**config.mk**
```make
export PLATFORM = sky130hd
export DESIGN_NAME = mem_port_arbiter
export DESIGN_NICKNAME = d
export VERILOG_FILES = /design/src/rtl/mem_port_arbiter.sv
export SDC_FILE = /design/constraint.sdc
export NUM_CORES = 1
export LEC_CHECK = 0
export ABC_CLOCK_PERIOD_IN_PS = 2300
export CAP_MARGIN = 10
export CORE_MARGIN = 10
export CORE_UTILIZATION = 32
export CTS_BUF_LIST = sky130_fd_sc_hd__clkbuf_8
export DETAILED_ROUTE_END_ITERATION = 12
export PLACE_DENSITY = 0.73
export SYNTH_ARGS = -nofsm -noshare
export SYNTH_HDL_FRONTEND = slang
export SYNTH_SLANG_ARGS = --single-unit
```
**constraint.sdc**
```tcl
create_clock -name clk -period 2.3 [get_ports clk]
set_input_delay 0.46 -clock clk [delete_from_list [all_inputs] [get_ports clk]]
set_output_delay 0.46 -clock clk [all_outputs]
set_load 0.01 [all_outputs]
```
**src/rtl/mem_port_arbiter.sv**
```systemverilog
// Round-robin arbiter that shares one single-ported, fixed-latency memory
// between the instruction-fetch (IF) and data-memory (DM) requesters.
// One access is in flight at a time. The winner receives a one-cycle ready
// pulse in the final cycle of its access.
module mem_port_arbiter #(
  parameter int ADDR_W      = 32,
  parameter int DATA_W      = 32,
  parameter int MEM_LATENCY = 2
) (
  input  logic                clk,
  input  logic                rst,
  input  logic                if_req,
  input  logic [ADDR_W-1:0]   if_addr,
  output logic [DATA_W-1:0]   if_rdata,
  output logic                if_ready,
  input  logic                dm_req,
  input  logic                dm_we,
  input  logic [DATA_W/8-1:0] dm_be,
  input  logic [ADDR_W-1:0]   dm_addr,
  input  logic [DATA_W-1:0]   dm_wdata,
  output logic [DATA_W-1:0]   dm_rdata,
  output logic                dm_ready,
  output logic                mem_en,
  output logic                mem_we,
  output logic [DATA_W/8-1:0] mem_be,
  output logic [ADDR_W-1:0]   mem_addr,
  output logic [DATA_W-1:0]   mem_wdata,
  input  logic [DATA_W-1:0]   mem_rdata
);

  localparam int BE_W = DATA_W / 8;

  localparam logic [1:0] IDLE    = 2'd0;
  localparam logic [1:0] BUSY_IF = 2'd1;
  localparam logic [1:0] BUSY_DM = 2'd2;

  // The counter starts at MEM_LATENCY-1 so the access spans exactly
  // MEM_LATENCY busy cycles and ends on the cycle where it reads zero.
  localparam logic [3:0] CNT_INIT = 4'(MEM_LATENCY - 1);

  logic [1:0]        r_state;
  logic [3:0]        r_cnt;
  logic              r_lastGrant;
  logic              r_we;
  logic [BE_W-1:0]   r_be;
  logic [ADDR_W-1:0] r_addr;
  logic [DATA_W-1:0] r_wdata;

  logic w_busy;
  logic w_final;
  logic w_grantIf;
  logic w_grantDm;

  // On a tie, the side that did not win last time wins. A lone requester
  // always wins.
  assign w_grantIf = if_req && (!dm_req || r_lastGrant);
  assign w_grantDm = dm_req && (!if_req || !r_lastGrant);

  assign w_busy  = (r_state == BUSY_IF) || (r_state == BUSY_DM);
  assign w_final = w_busy && (r_cnt == 4'd0);

  // The memory port is driven only from the latches, and only while busy,
  // so the port reads zero while idle and live requester inputs cannot
  // disturb an access in flight.
  assign mem_en    = w_busy;
  assign mem_we    = w_busy ? r_we    : 1'b0;
  assign mem_be    = w_busy ? r_be    : '0;
  assign mem_addr  = w_busy ? r_addr  : '0;
  assign mem_wdata = w_busy ? r_wdata : '0;

  assign if_ready = w_final && (r_state == BUSY_IF);
  assign dm_ready = w_final && (r_state == BUSY_DM);
  assign if_rdata = if_ready            ? mem_rdata : '0;
  assign dm_rdata = (dm_ready && !r_we) ? mem_rdata : '0;

  // Arbitration FSM: accept one request in IDLE, latch it, and hold the
  // memory port for MEM_LATENCY cycles before returning to IDLE.
  always_ff @(posedge clk or posedge rst) begin
    if (rst) begin
      r_state     <= IDLE;
      r_cnt       <= 4'd0;
      r_lastGrant <= 1'b1;
      r_we        <= 1'b0;
      r_be        <= '0;
      r_addr      <= '0;
      r_wdata     <= '0;
    end else begin
      case (r_state)
        IDLE: begin
          if (w_grantIf) begin
            r_state     <= BUSY_IF;
            r_cnt       <= CNT_INIT;
            r_lastGrant <= 1'b0;
            r_we        <= 1'b0;
            r_be        <= '1;
            r_addr      <= if_addr;
            r_wdata     <= '0;
          end else if (w_grantDm) begin
            r_state     <= BUSY_DM;
            r_cnt       <= CNT_INIT;
            r_lastGrant <= 1'b1;
            r_we        <= dm_we;
            r_be        <= dm_be;
            r_addr      <= dm_addr;
            r_wdata     <= dm_wdata;
          end
        end
        BUSY_IF, BUSY_DM: begin
          if (r_cnt == 4'd0) begin
            r_state <= IDLE;
          end else begin
            r_cnt <= r_cnt - 4'd1;
          end
        end
        default: r_state <= IDLE;
      endcase
    end
  end

endmodule

```
==> impl_metrics.ini <==
[status]
outcome = finished with violations
violations = setup timing

[hold_path]
min_delay_path_depth = 1
min_from = r_wdata[16]
holdPathEnd = r_wdata[16]
hold_class = reg -> reg

[clock_network]
h-tree-depth = 3
cts_tree = done
numCtsBuffers = 9
cts_sinks = 76
hold_buffers = 0
cts_buffer_depth = 2
root_buffer = clkbuf_8
clk-insertion-delay-late_ns = 0.35
path_clk_slew_ns = 0.08

[final_layout]
fin_nets = 889
final_cell_mix = 136 x clkdlybuf4s50_1, 101 x and2_1, 75 x dfrtp_1
fill_cells = 1171
final_common_cell = clkdlybuf4s50_1
n_antenna_cell = 0
final_cells = 928
stdcell_area_um2 = 7660
syn2layout_area_growth_pct = 77.9
final_util = 0.581
layout-drive-gt1-share = 0.243

[global_route]
grt_usage = 0.185
grt_pass1_vias = 4849
overflow = 0
grt_max_degree = 77
grt_pass1_wl_um = 27100
antenna_found_initial = 0

[timing]
skew_ns = 0.00971
rsz0062_at_grt = true
setup_tns_ns = -1.20
setup_ws_ns = -0.107
fmax_mhz = 415
post-route-period-util = 1.05
setup_viol = 55
maxSlewHeadroom = 0.703
finalHoldViolCount = 0
worst_pin_slew_ns = 0.444
slew_violations = 0
period_minus_slack_ns = 2.41
holdWs_ns = 0.503

[setup_path]
path_cells = inv_2 -> ha_4 -> nand4bb_4 -> nor2_4 -> buf_12 -> buf_16 -> buf_12 -> and2_4 -> buf_6
path_common_cell = buf_12
regToRegStartpoint = r_state[0]
end_kind = output pin
crit_path_top_delay_cell = dfrtp_1
r2r_end = r_state[0]
path_max_fanout = 5
r2r_slack_ns = 0.71
r2r_cells = 7
start_kind = flop
crit_family = buffers and inverters
max_stage_delay_ns = 0.36
cp_num_buf_inv = 5
cp_num_cells = 9
crit_required_ns = 1.84
criticalPathCategory = reg -> out
crit_arrival_ns = 1.95

[power_and_ir_drop]
irDropWorstVdd_mv = 0.419
power_density_nw_per_um2 = 1070
power.total_mw = 8.17
p_leak_nw = 3.49

[place]
dp_hpwl_um = 13600
gp_congestion = 0.850
place_area_um2 = 7330
pre_cts_ws_ns = -0.144
placed_cells = 902
io_buffers = 272

[yosys]
syn-num-nets = 613
yosysTopAreaCellShare = 0.436
syn_avg_cell_area_um2 = 9.15
synth-seq-cells = 76
ys_seq_area_frac = 0.442
syn_area_um2 = 4310
synth_edf_count = 0
synthCells = 471
synth_cell_types = 37
async_reset_ff_frac = 1.00
synth-main-ff-cell = dfrtp_1
yosysTopAreaCell = dfrtp_1
yosysWarnings = 0
synth_area_leaders = dfrtp_1 44%, and2_1 19%, a22o_1 6.9%

[die]
core_um2 = 13200
initial_core_util = 0.327
fp.dieH_um = 136
dieArea_um2 = 18500
core.rowCount = 42
ios = 273
die_width_um = 136

[drt]
num_vias = 4698
wirelength_um = 18700
avgRoutedWirePerCell_um = 20.1
viasPerCell = 5.06
drt_iter0_drc = 157
firstDrtPassIters = 4
final_antenna_net_count = 0
post-route-drc-count = 0

[job]
drv_cap = 0
[synth_stat cells, drive strengths merged, types with 2 or more instances]
cell type and instances:
a21oi 34, nand3 2, o22a 4, clkbuf 20
nor3b 2, a31oi 35, dfrtp 75, and2 133
o2bb2ai 2, nand2b 2, a22o 34, nor2 36
o21ai 39, nor2b 2, inv 9, buf 24
ha 5
[worst max path at each step]
stage	startpoint	end	slack, ns
global route	r_state[0]	if_rdata[18]	-0.20
global placement	r_state[1]	if_rdata[15]	-0.11
detailed placement	r_state[1]	if_rdata[15]	-0.14
finish	r_state[0]	if_rdata[18]	-0.11
floorplan	r_state[0]	if_rdata[22]	0.29
CTS	r_state[0]	dm_rdata[14]	-0.16
[area by class of cell]
class                      instances  area, µm²  share of cell area
clock inverter                     7       68.8             0.00898
tap                              176        220              0.0287
inverter                           9       37.5             0.00490
clock buffer                       9        124              0.0162
sequential                        76       1900               0.248
multi-input combinational        342       2260               0.294
timing repair buffer             309       3060               0.399
[registers in the layout, indices dropped and copies added, names as in the netlist]
signal and flops:
r_lastGrant 1, r_wdata 32, r_state 2, r_addr 32
r_we 1, r_cnt 4, r_be 4
[cells by family (layout without fill, tap and decap cells)]
family          Yosys count  after routing  synth area share
simple gates            185            185             0.258
compound gates          152            152             0.227
buf+inv                  53            334            0.0595
fa+ha+maj                 5              5            0.0145
flops                    76             76             0.442
[routing by layer]
layer / up-vias / track usage / part of all wire
li1: 2174 / - / -
met1: 2271 / 0.193 / 0.36
met2: 231 / 0.336 / 0.52
met3: 22 / 0.0738 / 0.10
met4: 0 / 0.0550 / 0.021
met5: - / 0 / 0
[where the power goes]
part	leakage, nW	switching [mW]	internal, mW
logic	2.47	2.39	2.45
clock network	0.100	0.506	0.497
registers	0.919	0.343	1.98
[timing repair]
action	4_1_cts	5_1_grt
endpoints found under the setup margin	136	135
cloned	4	2
buffers inserted	5	1
resized for setup	405	70
pin swaps	9	15
(Power assumes the default switching activity.)
